<file path="src/rtl/multi_voice_osc.sv">
`default_nettype none
// ============================================================================
//  multi_voice_osc
//  N-voice time-multiplexed DDS oscillator (saw/square/triangle/noise) with
//  per-voice gain and a saturating mixer feeding an offset-binary sample port.
//  Optional macro: MULTI_VOICE_OSC_GAIN_RAMP_EN (click-free gain ramping).
//  Revision: 1.0
// ============================================================================
module multi_voice_osc #(
    parameter int C_FCK     = 48_000_000,
    parameter int C_FS      = 48_000,
    parameter int C_VOICES  = 4,
    parameter int C_PHASE_W = 24,
    parameter int C_OUT_W   = 12,
    parameter int C_GAIN_W  = 8,
    localparam int C_VW     = (C_VOICES > 1) ? $clog2(C_VOICES) : 1
) (
    input  logic                 CK_i,
    input  logic                 XARST_i,
    input  logic                 EN_CK_i,
    input  logic                 WR_i,
    input  logic [C_VW-1:0]      VOICE_i,
    input  logic [1:0]           REG_i,
    input  logic [C_PHASE_W-1:0] WDAT_i,
    output logic [C_OUT_W-1:0]   DAT_o,
    output logic                 SMPL_STB_o,
    output logic                 BUSY_o
);

    localparam int C_DIV    = C_FCK / C_FS;
    localparam int C_DIV_W  = $clog2(C_DIV);
    localparam int C_ACC_W  = C_OUT_W + $clog2(C_VOICES);
    localparam int C_PROD_W = C_OUT_W + C_GAIN_W + 1;
    localparam logic [C_OUT_W-1:0] C_QUARTER = C_OUT_W'(2 ** (C_OUT_W - 2));
    localparam logic [C_OUT_W-1:0] C_MSB     = C_OUT_W'(2 ** (C_OUT_W - 1));

    typedef enum logic [1:0] {
        S_IDLE = 2'd0,
        S_SCAN = 2'd1,
        S_MIX  = 2'd2,
        S_OUT  = 2'd3
    } state_t;

    state_t state_q, state_d;
    logic [C_VW-1:0]    v_q, v_d;
    logic [C_DIV_W-1:0] div_q;
    logic               tick;
    logic               scan;
    logic               last_voice;

    logic [C_PHASE_W-1:0] freq_q  [C_VOICES];
    logic [1:0]           mode_q  [C_VOICES];
    logic [C_GAIN_W-1:0]  gain_q  [C_VOICES];
    logic [C_PHASE_W-1:0] phase_q [C_VOICES];
    logic [C_VOICES-1:0]  en_q;
    logic [15:0]          lfsr_q;

    logic                        voice_ok;
    logic                        wr_en;
    logic [C_OUT_W-1:0]          p_w;
    logic [C_OUT_W-1:0]          tri_sh;
    logic [C_OUT_W-2:0]          tri_u;
    logic signed [C_OUT_W-1:0]   wave_s;
    logic [C_GAIN_W-1:0]         gain_eff;
    logic                        active;
    logic signed [C_PROD_W-1:0]  prod;
    logic signed [C_ACC_W-1:0]   contrib;
    logic signed [C_ACC_W-1:0]   acc_q;
    logic [C_OUT_W-1:0]          sat;
    logic [C_OUT_W-1:0]          dat_q;
    logic                        stb_q;

    // ------------------------------------------------------------------
    // Sample-rate divider and sequencing FSM
    // ------------------------------------------------------------------
    assign tick       = (div_q == C_DIV_W'(C_DIV - 1));
    assign scan       = (state_q == S_SCAN);
    assign last_voice = (v_q == C_VW'(C_VOICES - 1));

    always_ff @(posedge CK_i or negedge XARST_i) begin
        if (!XARST_i) begin
            div_q <= '0;
        end else if (EN_CK_i) begin
            div_q <= tick ? '0 : div_q + 1'b1;
        end
    end

    always_comb begin
        state_d = state_q;
        v_d     = v_q;
        case (state_q)
            S_IDLE: begin
                if (tick) begin
                    state_d = S_SCAN;
                    v_d     = '0;
                end
            end
            S_SCAN: begin
                if (last_voice) begin
                    state_d = S_MIX;
                end else begin
                    v_d = v_q + 1'b1;
                end
            end
            S_MIX:   state_d = S_OUT;
            S_OUT:   state_d = S_IDLE;
            default: state_d = S_IDLE;
        endcase
    end

    always_ff @(posedge CK_i or negedge XARST_i) begin
        if (!XARST_i) begin
            state_q <= S_IDLE;
            v_q     <= '0;
        end else if (EN_CK_i) begin
            state_q <= state_d;
            v_q     <= v_d;
        end
    end

    // ------------------------------------------------------------------
    // Register write port
    // ------------------------------------------------------------------
    generate
        if ((1 << C_VW) == C_VOICES) begin : g_vfull
            assign voice_ok = 1'b1;
        end else begin : g_vpart
            assign voice_ok = (int'(VOICE_i) < C_VOICES);
        end
    endgenerate

    assign wr_en = EN_CK_i && WR_i && voice_ok;

    always_ff @(posedge CK_i or negedge XARST_i) begin
        if (!XARST_i) begin
            for (int i = 0; i < C_VOICES; i++) begin
                freq_q[i] <= '0;
                mode_q[i] <= '0;
                gain_q[i] <= '0;
            end
            en_q <= '0;
        end else if (wr_en) begin
            case (REG_i)
                2'd0:    freq_q[VOICE_i] <= WDAT_i;
                2'd1:    mode_q[VOICE_i] <= WDAT_i[1:0];
                2'd2:    gain_q[VOICE_i] <= WDAT_i[C_GAIN_W-1:0];
                default: en_q[VOICE_i]   <= WDAT_i[0];
            endcase
        end
    end

    // ------------------------------------------------------------------
    // Per-slot waveform generation
    // ------------------------------------------------------------------
    assign p_w    = phase_q[v_q][C_PHASE_W-1 -: C_OUT_W];
    // Quarter-cycle shift places the triangle zero crossing at phase 0.
    assign tri_sh = p_w + C_QUARTER;
    assign tri_u  = tri_sh[C_OUT_W-1] ? ~tri_sh[C_OUT_W-2:0] : tri_sh[C_OUT_W-2:0];

    always_comb begin
        wave_s = '0;
        case (mode_q[v_q])
            2'd0:    wave_s = p_w ^ C_MSB;
            2'd1:    wave_s = p_w[C_OUT_W-1] ? C_MSB : ~C_MSB;
            2'd2:    wave_s = {tri_u, tri_sh[C_OUT_W-1]} ^ C_MSB;
            default: wave_s = C_OUT_W'(lfsr_q);
        endcase
    end

`ifdef MULTI_VOICE_OSC_GAIN_RAMP_EN
    logic [C_GAIN_W-1:0] geff_q [C_VOICES];
    logic [C_GAIN_W-1:0] gain_tgt;

    assign gain_tgt = en_q[v_q] ? gain_q[v_q] : '0;
    assign gain_eff = geff_q[v_q];
    // A disabled voice keeps running until its gain has ramped down to zero.
    assign active   = en_q[v_q] || (geff_q[v_q] != '0);

    always_ff @(posedge CK_i or negedge XARST_i) begin
        if (!XARST_i) begin
            for (int i = 0; i < C_VOICES; i++) begin
                geff_q[i] <= '0;
            end
        end else if (EN_CK_i && scan) begin
            if (geff_q[v_q] < gain_tgt) begin
                geff_q[v_q] <= geff_q[v_q] + 1'b1;
            end else if (geff_q[v_q] > gain_tgt) begin
                geff_q[v_q] <= geff_q[v_q] - 1'b1;
            end
        end
    end
`else
    assign gain_eff = gain_q[v_q];
    assign active   = en_q[v_q];
`endif

    assign prod    = C_PROD_W'(wave_s) * C_PROD_W'($signed({1'b0, gain_eff}));
    assign contrib = C_ACC_W'(prod >>> C_GAIN_W);

    always_ff @(posedge CK_i or negedge XARST_i) begin
        if (!XARST_i) begin
            for (int i = 0; i < C_VOICES; i++) begin
                phase_q[i] <= '0;
            end
        end else if (EN_CK_i && scan) begin
            phase_q[v_q] <= active ? phase_q[v_q] + freq_q[v_q] : '0;
        end
    end

    // Galois LFSR, taps 16,14,13,11; advances once per active noise slot.
    always_ff @(posedge CK_i or negedge XARST_i) begin
        if (!XARST_i) begin
            lfsr_q <= 16'hACE1;
        end else if (EN_CK_i && scan && active && (mode_q[v_q] == 2'd3)) begin
            lfsr_q <= {1'b0, lfsr_q[15:1]} ^ (lfsr_q[0] ? 16'hB400 : 16'h0000);
        end
    end

    // ------------------------------------------------------------------
    // Mixer, saturation and output
    // ------------------------------------------------------------------
    always_ff @(posedge CK_i or negedge XARST_i) begin
        if (!XARST_i) begin
            acc_q <= '0;
        end else if (EN_CK_i) begin
            if ((state_q == S_IDLE) && tick) begin
                acc_q <= '0;
            end else if (scan && active) begin
                acc_q <= acc_q + contrib;
            end
        end
    end

    generate
        if (C_ACC_W > C_OUT_W) begin : g_sat
            localparam logic signed [C_ACC_W-1:0] C_SAT_HI = C_ACC_W'(2 ** (C_OUT_W - 1) - 1);
            localparam logic signed [C_ACC_W-1:0] C_SAT_LO = C_ACC_W'(-(2 ** (C_OUT_W - 1)));
            always_comb begin
                sat = acc_q[C_OUT_W-1:0];
                if (acc_q > C_SAT_HI) begin
                    sat = C_SAT_HI[C_OUT_W-1:0];
                end else if (acc_q < C_SAT_LO) begin
                    sat = C_SAT_LO[C_OUT_W-1:0];
                end
            end
        end else begin : g_nosat
            assign sat = acc_q;
        end
    endgenerate

    always_ff @(posedge CK_i or negedge XARST_i) begin
        if (!XARST_i) begin
            dat_q <= C_MSB;
            stb_q <= 1'b0;
        end else if (EN_CK_i) begin
            stb_q <= (state_q == S_MIX);
            if (state_q == S_MIX) begin
                dat_q <= sat ^ C_MSB;
            end
        end
    end

    assign DAT_o      = dat_q;
    assign SMPL_STB_o = stb_q;
    assign BUSY_o     = (state_q != S_IDLE);

endmodule
`default_nettype wire

</file>
<file path="config.mk">
export PLATFORM = sky130hd
export DESIGN_NAME = multi_voice_osc
export DESIGN_NICKNAME = d
export VERILOG_FILES = /design/src/rtl/multi_voice_osc.sv
export SDC_FILE = /design/constraint.sdc
export NUM_CORES = 1
export LEC_CHECK = 0
export ABC_AREA = 1
export BUFFER_PORTS_ARGS = -buffer_cell sky130_fd_sc_hd__buf_4
export CORE_MARGIN = 8
export CORE_UTILIZATION = 40
export DETAILED_ROUTE_END_ITERATION = 8
export GPL_TIMING_DRIVEN = 0
export SYNTH_ARGS = -nofsm -noshare
export SYNTH_HDL_FRONTEND = slang
export SYNTH_SLANG_ARGS = --single-unit
</file>
<file path="constraint.sdc">
create_clock -name CK_i -period 19.6 [get_ports CK_i]
set_clock_uncertainty 0.2 [all_clocks]
set_input_delay 3.92 -clock CK_i [delete_from_list [all_inputs] [get_ports CK_i]]
set_output_delay 3.92 -clock CK_i [all_outputs]
set_load 0.01 [all_outputs]
</file>
Word-level counts from Yosys, hierarchy flattened
Cells that the tools add are included.
Widths: inputs -> output; s select.
- magnitude comparators: 9
- multiplexer cells: 45
- equality and inequality tests: 13
- reductions and logical operators: 24
- add/subtract/negate cells: 5
- $mul: 1
- bitwise operators: 8
- operator list (cell ; number):
    $bwmux 96 ; 2
    $mux 24 ; 7
    $bmux 24 s2 ; 2
    $demux 24 s2 ; 2
    $mux 12 ; 3
    $pmux 12 s3 ; 1
    $bwmux 32 ; 1
    $mux 14 ; 2
    $add 24x24->24 ; 1
    $mux 8 ; 3
    $mul 12x9->21 ; 1
    $bmux 8 s2 ; 1
    $demux 8 s2 ; 1
    $mux 16 ; 1
    $xor 15x16->16 ; 1
    $add 14x13->14 ; 1
    $gt 14x12->1 const B ; 1
    $lt 14x12->1 const B ; 1
    $mux 2 ; 7
    $add 12x11->12 const B ; 1
    $eq 2x2->1 const B ; 6
    $reduce_and 2->1 ; 6
    $mux 11 ; 1
    $not 11->11 ; 1
    other kinds (28) ; 51
- bits of input ports: 32
- output and inout bits: 14
- flip-flop bits (word level): 293
- word-level logic and storage cells: 129

Logic depth before layout (Yosys ltp)
Gate-level depths: netlist (run 1).
- word-level depth: 13
- gate-level depth with buffers: 49
- gate-level depth less buffers: 46

Worst setup path after synthesis (run 1)
OpenSTA, ideal clock, no wires.
- path type: register to register
- start point: reg v_q[0]
- end point: reg acc_q[13]
- data arrival time: 7.065 ns
- period minus slack after synthesis: 7.382 ns
- path buffers: 3
- setup slack: 12.218 ns
- cell stages (with the launch flop): 45
- cell sequence: dfrtp_1 -> buf_6 -> inv_4 -> buf_6 -> nand2_1 -> nand2_1 -> nand2_1 -> nand2_1 -> nand2_1 -> nand2_1 -> buf_2 -> clkinv_1 -> nand2_1 -> nand3_1 -> o211ai_1 -> o21ai_0 -> inv_1 -> nand2_1 -> [9 not listed] -> nor2_1 -> or3b_2 -> o31ai_4 -> nand3_1 -> nand2_1 -> nand2_1 -> nand2_1 -> xor2_1 -> ha_1 -> nand2_1 -> nor2_1 -> a211oi_1 -> o311ai_0 -> xor2_1 -> inv_1 -> nand3_1 -> nand3_1 -> nand2_1
- word-level cells in the longest chain between the ends: 13
- RTL lines (what ; line ; source):
    start, declared ; 45 ; logic [C_VW-1:0] v_q, v_d;
    start signal, assigned ; 117 ; v_q <= v_d;
    $not 2->3 (not written as such) ; 155, 162, 193 ;
    $bmux 24 s2 ; 155 ; assign p_w = phase_q[v_q][C_PHASE_W-1 -: C_OUT_W];
    $mux 24 (not written as such) (2 in series) ; 155 ;
    $add 12x11->12 ; 157 ; assign tri_sh = p_w + C_QUARTER;
    $not 11->11 ; 158 ; assign tri_u = tri_sh[C_OUT_W-1] ? ~tri_sh[C_OUT_W-2:0] : tri_sh[C_OUT_W-2:0];
    $mux 11 ; 158 ;
    $not 1->1 (no line) ; n/a ;
    $pmux 12 s3 ; 162 ; case (mode_q[v_q])
    $mul 12x9->21 ; 197 ; assign prod = C_PROD_W'(wave_s) * C_PROD_W'($signed({1'b0, gain_eff}));
    $add 14x13->14 ; 229 ; acc_q <= acc_q + contrib;
    $mux 14 ; 228 ; end else if (scan && active) begin
    $mux 14 ; 226 ; if ((state_q == S_IDLE) && tick) begin
    end signal, assigned ; 229 ;
    end, declared ; 68 ; logic signed [C_ACC_W-1:0] acc_q;
Several ways; a longest one is shown, not always the timed one. The select of a mux whose other input is x is not followed.
A chain may end at the register's enable or synchronous reset.

Worst setup path in the final report (run 1)
- start point: reg v_q[1]
- end point: reg acc_q[13]
The elaborated chain is that of the path after synthesis.

==> metrics.md, run 1 <==
| Metric | Value |
|---|---|
| Crit-path slowest cell | a32oi_1 |
| Main flop type after synthesis | dfrtp_1 |
| GPL Wtd Cong | 0.937 |
| EDFF count, synth | 0 |
| DRC | 0 |
| Vias in the first global route | 15891 |
| Synth area leader | dfrtp_1 |
| Worst path required time | 19800 ps |
| # resized after CTS | 0 |
| Setup Viol. Count Final | 0 |
| Top cell type's share of synthesized area | 38.8% |
| Max-cap violations | 0 |
| Worst setup SP type | flip-flop |
| Vias | 15870 |
| Layout area overhead | 12.5% |
| Worst hold stages | 2 |
| CTS Buf Count | 35 |
| Slew @ Worst Pin | 1310 ps |
| IO Port Bufs | 45 |
| #FFs+latches synth | 293 |
| Share of cells above drive strength 1 | 8.03% |
| Die Ht | 230 um |
| Hpwl dp | 39200 um |
| Pins Over Slew Limit | 0 |
| Dpl cell area | 19500 sq um |
| Syn Area/Cell | 7.98 sq um |
| Critical path arrival | 9720 ps |
| Final instance area | 20600 sq um |
| Setup TNS | 0 ps |
| Global route overflow | 0 |
| RSZ-0062 raised after global routing | no |
| Core area | 45300 sq um |
| Placement row count | 78 |
| Synth warnings | 0 |
| Wire length per cell | 17.6 um |
| R2R depth | 35 |
| Iter 0 DRT Violations | 1311 |
| Horiz. Die Dim | 230 um |
| Vias/cell | 5.28 |
| Largest cells by area after synthesis | dfrtp_1, nand2_1, o21ai_0, fa_1, ha_1 |
| ANT cells | 0 |
| Nature of the critical path endpoint | flip-flop |
| Initial antenna violation count | 0 |
| Final hold violation count | 0 |
| Fin crit period | 9510 ps |
| Crit-path max FO | 10 |
| Tcrit/Tclk final | 48.5% |
| Fmax | 105 MHz |
| Drt total wl | 52800 um |
| Drt first pass iters | 5 |
| Total setup buffers inserted after CTS | 0 |
| Initial Utilization | 40.4% |
| WHS | 270 ps |
| Tot GR Track Use | 19.7% |
| Most Frequent Cell on Critical Path | nand2_1 |
| Worst hold path type | flip-flop to flip-flop |
| First-pass GRT wire length | 84700 um |
| Sink Count | 293 |
| Fin nets | 2572 |
| Clock transition at the registers of the reported paths | 60 ps |
| Slew Limit Headroom | 13.0% |
| Htree depth | 2 |
| Clock root cell | clkbuf_16 |
| CP peak stage delay | 950 ps |
| Largest net degree at the start of global routing | 118 |
| Post-synth ARST share | 100% |
| Synth unique cells | 54 |
| Top cells by count, synth | nand2_1, o21ai_0, dfrtp_1 |
| DRT antenna net count | 0 |
| Crit Path Category | flip-flop to flip-flop |
| Status | completed |
| TritonCTS clock tree | yes |
| Mapped cell area | 18300 sq um |
| Cells after Synth | 2293 |
| Clock Path Buffers | 3 |
| Die ar. | 52900 sq um |
| Count leader, synth | nand2_1 |
| Synthesized Nets | 2487 |
| Boundary pin count | 46 |
| Sequential area share after synthesis | 40.1% |
| Worst skew pair latency | 530 ps |
| Hold_buf cts | 0 |
-- state kept, by name, summed over array words and instances (netlist names) --
signal	count
div_q	10
en_q	4
state_q	2
SMPL_STB_o	1
v_q	2
gain_q	32
lfsr_q	16
acc_q	14
freq_q	96
phase_q	96
mode_q	8
DAT_o	12
-- cell usage in the layout, fill, tap and decap left out, types with 45 or more instances in the layout --
cell type,synthesis,routed
ha_1,83,83
inv_1,237,237
a21oi_1,89,89
nor2_1,230,230
clkbuf_1,85,93
buf_4,1,45
fa_1,79,79
nand3_1,59,59
nand2_1,525,525
dfrtp_1,284,284
o21ai_0,381,381
-- kinds of logic (layout without fill, tap and decap cells) --
kind of cell	after synthesis	count (layout)	share of synthesized area [%]
flops	293	293	40.1
buf+inv	345	455	7.34
xor+xnor	28	28	1.34
compound gates	568	568	16.8
fa+ha+maj	162	162	14.3
simple gates	897	897	20.1
-- worst paths after layout --
path                            from          end  slack, ps
max                           v_q[1]    acc_q[13]      10090
min                        lfsr_q[7]    lfsr_q[7]        270
max reg2reg                   v_q[1]    acc_q[13]      10090
min reg2reg                lfsr_q[7]    lfsr_q[7]        270
max in group asynchronous    XARST_i   gain_q[30]      14590
min in group asynchronous    XARST_i  phase_q[80]       3240
-- routing by layer --
layer | track usage, % | part of all wire [%]
met3 | 2.68 | 5.2
met2 | 31.3 | 46
met4 | 5.56 | 2.5
met5 | 0 | 0
met1 | 27.9 | 47
-- critical path, delay by kind of cell, from the launching register on --
family	cells	cell delay, ps
AOI/OAI and AO/OA	4	1640
xor gates and xnor gates	2	420
adders and majority gates	6	2590
buffers and inverters	9	2150
DFF	1	500
and+or+nand+nor	14	1870
-- cell type report --
type | instances | area, sq um
Multi-Input combinational cell | 1655 | 9620
Tap cell | 600 | 751
Buffer | 102 | 428
Inverter | 243 | 915
Clock inverter | 13 | 124
Sequential cell | 293 | 7340
Fill cell | 4561 | 24700
Timing Repair Buffer | 48 | 428
Clock buffer | 49 | 988
-- through the flow --
stage,std cells,setup WS (ps),util (%)
after detailed placement,2941,10210,43.0
after CTS,3003,10180,45.5
final,3003,10090,45.5
after global routing,3003,9470,45.5
after global placement,2938,10220,42.8
after floorplan,2293,12220,-
Power of run 1 is left out: the tool's default activity adds up to more than one toggle a clock period on the data nets, which glitch-free logic cannot reach.
==> inputs of run 2 (changes only) <==
- clock period: 19.6 -> 9.79 ns (I/O delays scaled with it)
==> metrics.md, run 2 (synthesis results as in run 1) <==
| Metric | Value |
|---|---|
| Status | completed |
| DRC | 0 |
| Global route overflow | 0 |
| Pins Over Slew Limit | 0 |
| Initial antenna violation count | 0 |
| Initial Utilization | 40.4% |
| CTS Buf Count | 35 |
| Vias | 15866 |
| Total setup buffers inserted after CTS | 0 |
| R2R Setup Slk | 750 ps |
| Die ar. | 52900 sq um |
| Clock Path Buffers | 3 |
| Htree depth | 2 |
| Max-cap violations | 0 |
| DRT antenna net count | 0 |
| Crit-path max FO | 10 |
| Fin nets | 2572 |
| Worst skew pair latency | 530 ps |
| Worst hold path type | flip-flop to flip-flop |
| Hpwl dp | 39200 um |
| Layout area overhead | 12.6% |
| Horiz. Die Dim | 230 um |
| Tcrit/Tclk final | 92.3% |
| Worst setup SP type | flip-flop |
| Crit-path slowest cell | fa_1 |
| Most frequent cells in the layout | nand2_1, o21ai_0, dfrtp_1, inv_1, nor2_1 |
| Core area | 45300 sq um |
| Nature of the critical path endpoint | flip-flop |
| Wire length per cell | 17.6 um |
| Setup Viol. Count Final | 0 |
| Clock transition at the registers of the reported paths | 60 ps |
| Sink Count | 293 |
| Die Ht | 230 um |
| Clock root cell | clkbuf_16 |
| Crit Path Category | flip-flop to flip-flop |
| Drt first pass iters | 6 |
| Commonest non-fill, non-tap cell in the layout | nand2_1 |
| Fmax | 111 MHz |
| Largest regs | freq_q: 96 flops, phase_q: 96 flops, gain_q: 32 flops |
| Iter 0 DRT Violations | 1407 |
| Fin crit period | 9040 ps |
| Hold_buf cts | 0 |
| # resized after CTS | 0 |
| Share of cells above drive strength 1 | 8.20% |
| Drt total wl | 52800 um |
| GPL Wtd Cong | 0.937 |
| Final hold violation count | 0 |
| Vias/cell | 5.28 |
| CP peak stage delay | 540 ps |
| First-pass GRT wire length | 84700 um |
| CP top delay family | adder cells |
| Worst path required time | 9990 ps |
| Most Frequent Cell on Critical Path | nand2_1 |
| Placed Cells | 2941 |
| RSZ-0062 raised after global routing | no |
| Non-Filler Instances | 3003 |
| Crit path buf inv count | 9 |
| TritonCTS clock tree | yes |
| Largest net degree at the start of global routing | 118 |
| Slew Limit Headroom | 33.0% |
| Slew @ Worst Pin | 995 ps |
| Vias in the first global route | 15891 |
| Boundary pin count | 46 |
| Placement row count | 78 |
| IO Port Bufs | 45 |
| ANT cells | 0 |
| Critical path arrival | 9240 ps |
| Tot GR Track Use | 19.7% |
| Setup TNS | 0 ps |
-- run 2: changes by cell type in the layout (fill, tap and decap cells not counted) --
cell / change
clkbuf_1: -1
a32oi_2: +3
a32oi_1: -3
clkbuf_2: +1
-- run 2: layer usage --
metal | global-route usage, % | up-vias | part of all wire, %
met5 | 0 | - | 0
met4 | 5.56 | 0 | 2.4
met3 | 2.68 | 85 | 5.3
met2 | 31.3 | 414 | 46
met1 | 27.9 | 7722 | 47
li1 | - | 7645 | -
-- run 2: tightest hold or removal path, delay by kind of cell, from the launching register on --
family / cells / cell delay (ps)
simple gates: 2 / 100
flops: 1 / 370
-- run 2: final timing paths --
path	start	end	cells after the start
max in group asynchronous	XARST_i	freq_q[68]	4
min	lfsr_q[7]	lfsr_q[6]	2
max reg2reg	v_q[1]	acc_q[13]	35
min in group asynchronous	XARST_i	phase_q[80]	2
min reg2reg	lfsr_q[7]	lfsr_q[6]	2
max	v_q[1]	acc_q[13]	35
-- run 2: area by class of cell --
| class | instances | area (sq um) |
|---|---|---|
| fillers | 4559 | 24700 |
| multi-input cells | 1655 | 9640 |
| flip-flops and latches | 293 | 7340 |
| clock buffers | 49 | 988 |
| inverters | 243 | 915 |
| well taps | 600 | 751 |
| plain buffers | 102 | 429 |
| repair buffers | 48 | 428 |
| clock inverters | 13 | 124 |
-- run 2: through the flow --
step | hold WS, ps | area [sq um] | utilization [%] | setup slack, ps
6_report | 269 | 20600 | 45.5 | 751
5_1_grt | 281 | 20600 | 45.5 | 80.9
4_1_cts | 270 | 20600 | 45.5 | 374
3_5_place_dp | 262 | 19500 | 43.0 | 399
3_3_place_gp | 258 | 19400 | 42.8 | 405
2_1_floorplan | 245 | 18300 | - | 2410
Power of run 2 is left out for the same reason.
